`src/rtl/sd_speicher.sv`:
```
// -----------------------------------------------------------------------------
// sd_speicher
//
// Copies a block of RAM words to an SD card, one word per write. The first
// word written is a header that holds the word count. The data words follow
// at the next SD addresses.
//
// Order of writes for a dump of N words:
//   SD_BASIS          <- N (zero-extended to 32 bits)
//   SD_BASIS + 1 + k  <- RAM[(RAM_BASIS + k) mod 2^16],  k = 0 .. N-1
//   SD_BASIS + N + 1  <- sum of all data words mod 2^32
//                        (this write exists only with SD_SPEICHER_PRUEFSUMME_EN)
//
// Optional feature macro: SD_SPEICHER_PRUEFSUMME_EN
//   If this macro is defined, a checksum word is appended after the data.
//   If it is undefined, no checksum logic is built and exactly N+1 writes occur.
//
// Parameters:
//   SD_BASIS     SD word address of the header word.
//   RAM_BASIS    First RAM word address that is dumped.
//
// Ports:
//   Clock         Single clock. All state changes happen on its rising edge.
//   Reset         Asynchronous reset, active high.
//   Start         One-cycle request to begin a dump. Only accepted when idle.
//   Anzahl        Number of data words. Sampled when Start is accepted.
//   RAMAdresse    RAM read address.
//   RAMDatenRaus  RAM read data. Valid one cycle after RAMAdresse.
//   SDAdresse     SD word address of the current write.
//   SDDaten       Word to be written.
//   SDSchreiben   One-cycle write request to the SD writer.
//   SDBusy        The SD writer is initialising or writing.
//   Aktiv         A dump is in progress.
//   Fertig        One-cycle pulse when a dump completes.
//   Zustand       Current state encoding, shown on the LEDs.
//
// Write handshake (the only handshake in this block):
//   A write is issued only after SDBusy has been seen low. SDSchreiben is then
//   high for exactly one cycle. SDAdresse and SDDaten change only when a new
//   write is issued, so they stay stable while the writer is busy. In the
//   cycle right after the pulse the writer may not yet have raised SDBusy.
//   For that reason SDWARTEN ignores SDBusy in that cycle. After that it waits
//   for SDBusy to go low before it continues.
// -----------------------------------------------------------------------------
module sd_speicher #(
    parameter logic [31:0] SD_BASIS  = 32'd0,
    parameter logic [15:0] RAM_BASIS = 16'd0
) (
    input  logic        Clock,
    input  logic        Reset,
    input  logic        Start,
    input  logic [15:0] Anzahl,
    output logic [15:0] RAMAdresse,
    input  logic [31:0] RAMDatenRaus,
    output logic [31:0] SDAdresse,
    output logic [31:0] SDDaten,
    output logic        SDSchreiben,
    input  logic        SDBusy,
    output logic        Aktiv,
    output logic        Fertig,
    output logic [2:0]  Zustand
);

    // State encoding. These values appear directly on the LEDs via Zustand.
    typedef enum logic [2:0] {
        LEERLAUF   = 3'd0,
        KOPF       = 3'd1,
        RAMLESEN   = 3'd2,
        RAMWARTEN  = 3'd3,
        SCHREIBEN  = 3'd4,
        SDWARTEN   = 3'd5,
        ENDE       = 3'd6
`ifdef SD_SPEICHER_PRUEFSUMME_EN
        ,
        PRUEFSUMME = 3'd7
`endif
    } zustand_t;

    zustand_t    zustand;       // current state
    logic [15:0] zaehler;       // data words still to be written
    logic [15:0] ram_zeiger;    // next RAM word to read
    logic [31:0] sd_zeiger;     // SD address of the next write
    logic [31:0] daten;         // last word read from RAM
    logic [31:0] sd_adresse;    // registered SDAdresse
    logic [31:0] sd_daten;      // registered SDDaten
    logic        sd_schreiben;  // registered SDSchreiben
    logic        fertig;        // registered Fertig
    logic        erster;        // high in the first SDWARTEN cycle after a pulse

`ifdef SD_SPEICHER_PRUEFSUMME_EN
    logic [31:0] summe;         // running sum of the data words
    logic        pruef_fertig;  // the checksum word has been issued
`endif

    always_ff @(posedge Clock or posedge Reset) begin
        if (Reset) begin
            zustand      <= LEERLAUF;
            zaehler      <= 16'd0;
            ram_zeiger   <= 16'd0;
            sd_zeiger    <= 32'd0;
            daten        <= 32'd0;
            sd_adresse   <= 32'd0;
            sd_daten     <= 32'd0;
            sd_schreiben <= 1'b0;
            fertig       <= 1'b0;
            erster       <= 1'b0;
`ifdef SD_SPEICHER_PRUEFSUMME_EN
            summe        <= 32'd0;
            pruef_fertig <= 1'b0;
`endif
        end else begin
            // Both strobes are single-cycle pulses. A state below sets them
            // again only when it actually issues a write or finishes.
            sd_schreiben <= 1'b0;
            fertig       <= 1'b0;

            case (zustand)
                LEERLAUF: begin
                    if (Start) begin
                        zaehler    <= Anzahl;
                        ram_zeiger <= RAM_BASIS;
                        sd_zeiger  <= SD_BASIS;
`ifdef SD_SPEICHER_PRUEFSUMME_EN
                        summe        <= 32'd0;
                        pruef_fertig <= 1'b0;
`endif
                        zustand    <= KOPF;
                    end
                end

                // The header carries the word count. zaehler still holds
                // the latched Anzahl here, so later changes of Anzahl
                // cannot reach the header.
                KOPF: begin
                    if (!SDBusy) begin
                        sd_schreiben <= 1'b1;
                        sd_adresse   <= sd_zeiger;
                        sd_daten     <= {16'd0, zaehler};
                        erster       <= 1'b1;
                        zustand      <= SDWARTEN;
                    end
                end

                SDWARTEN: begin
                    if (erster) begin
                        erster <= 1'b0;
                    end else if (!SDBusy) begin
                        sd_zeiger <= sd_zeiger + 32'd1;
                        if (zaehler != 16'd0) begin
                            zustand <= RAMLESEN;
                        end else begin
`ifdef SD_SPEICHER_PRUEFSUMME_EN
                            if (!pruef_fertig) begin
                                zustand <= PRUEFSUMME;
                            end else begin
                                fertig  <= 1'b1;
                                zustand <= ENDE;
                            end
`else
                            // Fertig is set on entry so that its pulse
                            // falls in the ENDE cycle.
                            fertig  <= 1'b1;
                            zustand <= ENDE;
`endif
                        end
                    end
                end

                // RAMAdresse is taken directly from ram_zeiger. It is
                // therefore valid for the whole RAMLESEN cycle, and the RAM
                // returns the data in RAMWARTEN.
                RAMLESEN: begin
                    zustand <= RAMWARTEN;
                end

                RAMWARTEN: begin
                    daten   <= RAMDatenRaus;
                    zustand <= SCHREIBEN;
                end

                SCHREIBEN: begin
                    if (!SDBusy) begin
                        sd_schreiben <= 1'b1;
                        sd_adresse   <= sd_zeiger;
                        sd_daten     <= daten;
                        ram_zeiger   <= ram_zeiger + 16'd1;
                        zaehler      <= zaehler - 16'd1;
`ifdef SD_SPEICHER_PRUEFSUMME_EN
                        summe        <= summe + daten;
`endif
                        erster       <= 1'b1;
                        zustand      <= SDWARTEN;
                    end
                end

`ifdef SD_SPEICHER_PRUEFSUMME_EN
                // After the last data word, sd_zeiger already points to
                // SD_BASIS + N + 1. That address receives the checksum.
                PRUEFSUMME: begin
                    if (!SDBusy) begin
                        sd_schreiben <= 1'b1;
                        sd_adresse   <= sd_zeiger;
                        sd_daten     <= summe;
                        pruef_fertig <= 1'b1;
                        erster       <= 1'b1;
                        zustand      <= SDWARTEN;
                    end
                end
`endif

                ENDE: begin
                    zustand <= LEERLAUF;
                end

                default: begin
                    zustand <= LEERLAUF;
                end
            endcase
        end
    end

    assign RAMAdresse  = ram_zeiger;
    assign SDAdresse   = sd_adresse;
    assign SDDaten     = sd_daten;
    assign SDSchreiben = sd_schreiben;
    assign Fertig      = fertig;
    assign Aktiv       = (zustand != LEERLAUF);
    assign Zustand     = zustand;

endmodule

```
`config.mk`:
```
export PLATFORM = sky130hd
export DESIGN_NAME = sd_speicher
export DESIGN_NICKNAME = d
export VERILOG_FILES = /design/src/rtl/sd_speicher.sv
export SDC_FILE = /design/constraint.sdc
export NUM_CORES = 1
export LEC_CHECK = 0
export CAP_MARGIN = 0
export CORE_ASPECT_RATIO = 1.2
export CORE_MARGIN = 3
export CORE_UTILIZATION = 52
export CTS_CLUSTER_DIAMETER = 200
export CTS_CLUSTER_SIZE = 40
export DETAILED_ROUTE_END_ITERATION = 6
export GPL_ROUTABILITY_DRIVEN = 0
export GPL_TIMING_DRIVEN = 0
export PLACE_DENSITY = 0.8
export SYNTH_ARGS = -nofsm -noshare
export SYNTH_HDL_FRONTEND = slang
export SYNTH_SLANG_ARGS = --single-unit
```
`constraint.sdc`:
```
create_clock -name Clock -period 7.99 [get_ports Clock]
set_clock_uncertainty 0.1 [all_clocks]
set_input_delay 1.598 -clock Clock [delete_from_list [all_inputs] [get_ports Clock]]
set_output_delay 1.598 -clock Clock [all_outputs]
set_load 0.005 [all_outputs]
```
* Yosys cells after proc, flatten, opt, wreduce, memory -nomap -nowiden
Index checks and enable logic that the tools add are counted.
** Word-level totals
- Bits in registers :: 166
- Input port bits :: 52
- Output and inout port bits :: 86
- Word-level logic and storage cells :: 66
** Cells by class
- Add/subtract/negate cells :: 3
- Eq/ne operators :: 11
- Multiplexer cells :: 27
- Bitwise operators :: 1
- Reductions and logical operators :: 14
** Operators with widths (count)
- $mux 32 :: 5
- $pmux 32 s2 :: 2
- $mux 16 :: 4
- $pmux 16 s2 :: 2
- $add 32x1->32 const B :: 1
- $add 16x1->16 const B :: 1
- $reduce_bool 16->1 :: 1
- $sub 16x1->16 const B :: 1
- $mux 3 :: 5
- $pmux 3 s5 :: 1
- $ne 2x2->1 const B :: 6
- $reduce_and 4->1 :: 2
- $reduce_bool 2->1 :: 4
- $mux 1 :: 7
- $eq 3x2->1 const B :: 2
- $eq 3x3->1 const B :: 2
- $reduce_and 3->1 :: 2
- $reduce_and 2->1 :: 2
- $eq 3x1->1 const B :: 1
- $logic_not 3->1 :: 1
- $reduce_bool 3->1 :: 1
- $pmux 1 s2 :: 1
- $reduce_or 2->1 :: 1
- $not 1->1 :: 1

* Logic depth before layout (Yosys ltp)
Gate-level depths: netlist (run 1).
- Depth in word-level cells :: 5
- Depth in mapped cells :: 8
- Mapped depth without buffers :: 7

* Worst setup path before layout (run 1)
No wires, ideal clock.
- Path kind :: input-to-reg
- From :: input Start
- To :: register sd_zeiger[30]
- Setup time :: 0.078 ns
- Arrival time :: 2.956 ns
- Required time :: 7.812 ns
- Slack :: 4.856 ns
- Stages :: 6
- Buffers on the path :: 1
- Cells stage by stage :: or3b_1 -> a21oi_1 -> buf_2 -> nand4_1 -> or3_1 -> a21oi_1
** Between the ends
- Longest elaborated chain between the ends :: 2
** RTL lines
- start: declaration :: line 51 : input logic Start,
- $ne 2x2->1 (no source line)
- $reduce_and 4->1 (no source line)
- end signal: assignment :: line 148 : sd_zeiger <= sd_zeiger + 32'd1;
- end: declaration :: line 82 : logic [31:0] sd_zeiger;
No other way between the ends.
A chain may end at the register's enable or synchronous reset.

* Final worst setup path (run 1)
- From :: register zustand[1], in the netlist Zustand[1]
- To :: output Aktiv
** Between the ends
- Longest elaborated chain between the ends :: 1
** RTL lines
- start: declaration :: line 79 : zustand_t zustand;
- start signal: assignment :: line 97 : zustand <= LEERLAUF;
- start signal: assignment :: line 127 : zustand <= KOPF;
- start signal: assignment :: line 140 : zustand <= SDWARTEN;
- $reduce_bool 3->1 :: line 227 : assign Aktiv = (zustand != LEERLAUF);
- end: declaration :: line 59 : output logic Aktiv,
No other way between the ends.

==> results.md, run 1 <==
* Run status: completed
* Post-synth top area share at 56.3%
* Maximum achievable frequency at 258 MHz
* Initial antenna violation count at 0
* Largest net degree at the start of global routing at 132
* Register area at 4150 µm²
* DR WL/cell at 17.9 µm
* Clock latency on the worst-skew pair at 0.43 ns
* Rows at 47
* Min Clock Period, post-route at 3.87 ns
* CP max FO at 10
* Die H at 136 µm
* Primary FF master, synth: dfrtp_1
* Crit path DAT at 2.17 ns
* Fill cells at 1001
* P&R area growth vs syn at 30.3%
* Post-DP HPWL at 13.0 mm
* Final slew viol count at 0
* Post-Syn Area at 7370 µm²
* Combinational fraction of design power at 31.9%
* Hold-fix buffers, CTS at 0
* Async set-reset flop share out of synthesis at 100%
* DRC viols at 0
* Most frequent cell after synthesis: dfrtp_1
* CTS resizes at 0
* Buffer count from post-CTS setup fixing at 0
* Max cap viols at 0
* GRT Util Overall at 24.3%
* Initial Util at 53.4%
* Vias at 5917
* Leading post-synthesis cells by cell area: dfrtp_1, mux2_2, o21ai_0
* Sequential fraction of the synthesis area at 56.3%
* CTS max path bufs at 2
* Hold Fails Final Rpt at 0
* Startpoint Class: register
* Hold Worst Slack at 0.384 ns
* Synth Net Count at 737
* Clk sinks at 166
* Worst Path Required at 6.29 ns
* Yosys cell types at 47
* Post-synth EDFFs at 0
* Syn_area_per_cell at 10.8 µm²
* Core ar. at 13800 µm²
* First-pass GRT wire length at 29.7 mm
* Peak VDD IR at 0.238 mV
* Multi-input gate area at 3010 µm²
* Number of DRC markers in iteration 0 at 423
* Fraction of layout cells with a size suffix above 1 at 11.9%
* Fin nets at 894
* Die W at 115 µm
* Final worst path period share at 48.5%
* CTS tree: done
* Actual slew at the worst max-slew pin at 1.05 ns
* Dominant cell type by area after synthesis: dfrtp_1
* CP Class: register to primary output
* Via/cell ratio at 5.79
* Clock root cell: clkbuf_16
* Final WL at 18.3 mm
* Sw frac at 33.3%
* Setup Viol. Count Final at 0
* Final ANT Viol Nets at 0
* RSZ-0062 raised after global routing: false
* Kind of end point of the critical path: primary output
* Die footprint at 15600 µm²
* Power Total at 3.09 mW
* Ys Warns at 0
* Register clock-pin slew on the reported worst setup and hold paths at 0.06 ns
* Switch Pwr at 1.03 mW
* Synth Instances at 681
* Seq pwr share at 40.7%
* Cts bufs inserted at 17
* Quantity of I/O buffers inserted on ports at 137
* Number of global-route vias before repair at 5991
* Seq cells post-synth at 166
* Initial DRT Pass Iterations at 5
* Leak at 4.21 nW
* Hold Crit Class: register to register
* Power Density at 321 nW/µm²
* Slew HR at 29.5%
* Diodes inserted at 0
* Htree depth at 4
* Boundary Pins at 138
* Clock Power Share at 27.4%
* P_int at 2.06 mW
* Post-synth top cells: dfrtp_1, nor2_1, mux2_2, o21ai_0, nand2_1
* Total gr overflow at 0
-- worst max-delay path: stages, from the launching register on --
cell and delay (ns):
dfrtp_1 0.40, clkbuf_1 0.19, clkbuf_1 0.24, or3_1 0.44, clkdlybuf4s50_1 0.47
-- routing by layer --
layer  wire length [µm]  track usage [%]  up-vias
li1                   -                -     2734
met2               9440             41.2      232
met4                341             7.83        0
met5                  0                0        -
met3               1480             7.70       31
met1               7050             29.5     2920
-- sequential cells by signal, summed over array words and instances (netlist names) --
| name | flops |
|---|---|
| SDAdresse | 32 |
| SDDaten | 32 |
| daten | 32 |
| sd_zeiger | 32 |
| RAMAdresse | 16 |
| zaehler | 16 |
| Zustand | 3 |
| Fertig | 1 |
| SDSchreiben | 1 |
| erster | 1 |
-- final cells by class --
class | count | share of cell area [%]
buffer | 41 | 1.67
tap | 171 | 2.23
multi-input combinational | 462 | 31.4
inverter | 12 | 0.547
clock inverter | 13 | 1.78
sequential | 166 | 43.2
timing repair buffer | 138 | 14.6
clock buffer | 19 | 4.61
-- power by group through the flow --
stage          logic, mW  clock network (mW)  registers (mW)
2_1_floorplan      0.586                   0            1.22
5_1_grt             1.09               0.903            1.28
4_1_cts            0.993               0.861            1.25
3_5_place_dp       0.986                   0            1.26
3_3_place_gp       0.942                   0            1.25
6_report           0.986               0.847            1.26
-- placed cells by master (no fill, tap or decap), types with 14 or more instances in the layout --
master,synthesis,routed
mux2_2,57,57
nor2_1,61,61
a21oi_1,31,31
nor3_1,25,25
clkdlybuf4s50_1,0,137
xor2_1,21,21
dfrtp_1,166,166
clkbuf_1,32,33
nand4_1,23,23
a22o_1,17,17
o21ai_0,55,55
nand2_1,53,53
nand3_1,14,14
or3_1,15,15
clkbuf_16,0,17
mux2i_1,14,14
-- cells by family (layout without fill, tap and decap cells) --
kind of cell,count (synthesis),count (layout),share of synthesized area (%)
simple gates,223,223,14.9
flops,166,166,56.3
compound gates,132,132,10.9
mux,71,71,10.6
buf+inv,53,223,2.78
xor+xnor,32,32,3.80
fa+ha+maj,4,4,0.679
-- through the flow --
step	setup slack, ns	cell area [µm²]	std cells	util (%)	TNS (ns)
finish	4.12	9610	1022	69.5	0
detailed placement	3.72	8990	990	65.1	0
floorplan	1.80	7370	681	-	0
CTS	4.11	9610	1022	69.5	0
global route	3.93	9610	1022	69.5	0
global placement	-0.133	8960	989	64.8	-19.68
-- worst paths after layout --
| path | startpoint | endpoint | slack, ns | depth (start not counted) |
|---|---|---|---|---|
| min reg2reg | SDAdresse[31] | SDAdresse[31] | 0.38 | 2 |
| min | SDAdresse[31] | SDAdresse[31] | 0.38 | 2 |
| min in group asynchronous | Reset | SDSchreiben | 1.44 | 2 |
| max in group asynchronous | Reset | SDAdresse[7] | 5.41 | 3 |
| max | Zustand[1] | Aktiv | 4.12 | 4 |
| max reg2reg | sd_zeiger[0] | sd_zeiger[30] | 5.16 | 6 |
Power figures use the tool's default switching activity.
==> inputs of run 2 (changes only) <==
--- a/config.mk
+++ b/config.mk
@@ -8,13 +8,13 @@
 export CAP_MARGIN = 0
 export CORE_ASPECT_RATIO = 1.2
 export CORE_MARGIN = 3
-export CORE_UTILIZATION = 52
+export CORE_UTILIZATION = 47
 export CTS_CLUSTER_DIAMETER = 200
 export CTS_CLUSTER_SIZE = 40
 export DETAILED_ROUTE_END_ITERATION = 6
 export GPL_ROUTABILITY_DRIVEN = 0
 export GPL_TIMING_DRIVEN = 0
-export PLACE_DENSITY = 0.8
+export PLACE_DENSITY = 0.76
 export SYNTH_ARGS = -nofsm -noshare
 export SYNTH_HDL_FRONTEND = slang
 export SYNTH_SLANG_ARGS = --single-unit
==> constraint.sdc (replaced) <==
create_clock -name Clock -period 3.1 [get_ports Clock]
set_clock_uncertainty 0.1 [all_clocks]
set_input_delay 0.62 -clock Clock [delete_from_list [all_inputs] [get_ports Clock]]
set_output_delay 0.62 -clock Clock [all_outputs]
set_load 0.005 [all_outputs]
==> run 2 against run 1 <==
Compared with the run above:
- combinational power increased to 2.6 times the previous value
- global-route usage decreased by 1.8 points
- power increased to 2.5 times the previous value
- wire length increased by 1.5%
- largest power group unchanged
==> results.md, run 2 (synthesis gave the netlist of run 1 again) <==
* Run status: completed
* Combinational fraction of design power at 32.8%
* Total gr overflow at 0
* Slowest CP cell: clkdlybuf4s50_1
* Register clock-pin slew on the reported worst setup and hold paths at 0.06 ns
* R2R setup slack at 0.36 ns
* First-pass GRT wire length at 30.5 mm
* Power Density at 806 nW/µm²
* Initial Util at 48.5%
* Final ANT Viol Nets at 0
* Number of DRC markers in iteration 0 at 500
* Core ar. at 15200 µm²
* Placed Cells at 1026
* Power Total at 7.76 mW
* Htree depth at 4
* Final Cell Area at 9630 µm²
* Startpoint Class: register
* Rows at 49
* Final WL at 18.6 mm
* Worst Path Required at 2.38 ns
* GRT Util Overall at 22.5%
* Terminating pin of the worst hold path: SDDaten[0]
* P&R area growth vs syn at 30.6%
* Fin cells at 1056
* Origin of the worst min-delay path: SDDaten[0]
* Post-DP HPWL at 13.7 mm
* Leak at 4.19 nW
* Crit path DAT at 2.19 ns
* Vias at 5994
* P_int at 5.16 mW
* CTS max path bufs at 2
* RSZ-0062 raised after global routing: false
* Final worst path period share at 94.0%
* Hold Fails Final Rpt at 0
* Hold-fix buffers, CTS at 0
* Worst r2r src: sd_zeiger[0]
* Top cell by count, worst path: clkbuf_1
* Switch Pwr at 2.61 mW
* Initial DRT Pass Iterations at 6
* Cell Area, Placed at 9080 µm²
* Post-layout util at 63.3%
* Peak VDD IR at 0.526 mV
* Die footprint at 17200 µm²
* Quantity of I/O buffers inserted on ports at 137
* CP max FO at 10
* Largest net degree at the start of global routing at 43
* CTS tree: done
* Maximum achievable frequency at 343 MHz
* Actual slew at the worst max-slew pin at 1.05 ns
* R2r endpoint: sd_zeiger[28]
* Boundary Pins at 138
* Final WS setup at 0.187 ns
* Reg2reg path depth at 6
* DP Worst Slack at -0.395 ns
* Kind of end point of the critical path: primary output
* Setup Viol. Count Final at 0
* Hold Worst Slack at 0.383 ns
* Cts bufs inserted at 17
* Hold depth at 2
* Crit path launch: Zustand[0]
* Seq pwr share at 42.0%
* Sw frac at 33.6%
* Via/cell ratio at 5.68
* Crit-path cells: clkbuf_1, clkbuf_1, or3_1, clkdlybuf4s50_1
* Clock latency on the worst-skew pair at 0.43 ns
* Die W at 120 µm
* Fraction of layout cells with a size suffix above 1 at 11.9%
* Final slew viol count at 0
* DRC viols at 0
* Min Clock Period, post-route at 2.91 ns
* Clk sinks at 166
* Max cap viols at 0
* Critical Path Max Stage Delay at 0.51 ns
* Diodes inserted at 0
* Most common cell after layout, fill and taps aside: dfrtp_1
* Fin nets at 897
* Slew HR at 29.3%
* Clock root cell: clkbuf_16
* Setup TNS at 0 ns
* Most frequent cells in the layout: dfrtp_1, clkdlybuf4s50_1, nor2_1
* Number of global-route vias before repair at 6172
* DR WL/cell at 17.6 µm
* Clock Power Share at 25.2%
* Hold Crit Class: register to register
* CP Class: register to primary output
* Initial antenna violation count at 0
* Die H at 143 µm
==> run 2: changes by cell type in the layout (fill, tap and decap cells not counted) <==
| cell | before | now |
|---|---|---|
| clkbuf_2 | 0 | 2 |
| buf_12 | 0 | 4 |
| clkinvlp_4 | 2 | 5 |
| inv_6 | 4 | 1 |
| clkbuf_1 | 33 | 34 |
| inv_8 | 1 | 0 |
| clkinv_4 | 3 | 0 |
| clkbuf_8 | 1 | 2 |
| buf_16 | 1 | 0 |
| bufinv_16 | 3 | 1 |
==> run 2: worst max-delay path, delay by kind of cell, from the launching register on <==
family | cells | cell delay (ns)
and+or+nand+nor | 1 | 0.22
buffers and inverters | 3 | 1.17
DFF | 1 | 0.37
==> run 2: final cells by class <==
cell class	instances	area [µm²]
multi-input combinational	462	3010
timing repair buffer	141	1450
tap	204	255
clock inverter	7	73.8
clock buffer	23	468
inverter	12	48.8
sequential	166	4150
fill	1272	5580
buffer	41	163
==> run 2: power groups by stage <==
stage	clock [mW]	combinational [mW]	sequential [mW]
CTS	2.00	2.57	3.25
global placement	0	2.45	3.25
finish	1.96	2.55	3.26
floorplan	0	1.51	3.14
detailed placement	0	2.55	3.28
global route	2.09	2.81	3.33
==> run 2: repair_timing <==
item	4_1_cts	5_1_grt
setup buffers	0	0
setup endpoints to repair	0	23
resized for setup	0	4
==> run 2: worst max-delay path by stage <==
stage / endpoint
after global placement: RAMAdresse[12]
final: Aktiv
after global routing: SDAdresse[28]
after CTS: SDDaten[15]
after detailed placement: SDAdresse[1]
after floorplan: Fertig
==> run 2: routing by layer <==
layer / GRT usage (%) / share of wire (%) / up-vias
met5: 0 / 0 / -
met4: 9.73 / 2.6 / 0
met1: 26.7 / 39 / 2955
li1: - / - / 2737
met2: 39.2 / 51 / 258
met3: 5.55 / 7.5 / 44
==> inputs of run 3 (changes only) <==
--- a/config.mk
+++ b/config.mk
@@ -9,7 +9,6 @@
 export CORE_ASPECT_RATIO = 1.2
 export CORE_MARGIN = 3
 export CORE_UTILIZATION = 47
-export CTS_CLUSTER_DIAMETER = 200
 export CTS_CLUSTER_SIZE = 40
 export DETAILED_ROUTE_END_ITERATION = 6
 export GPL_ROUTABILITY_DRIVEN = 0
==> results of run 3 <==
No change in the layout: final DEF, timing and power equal those of run 2.
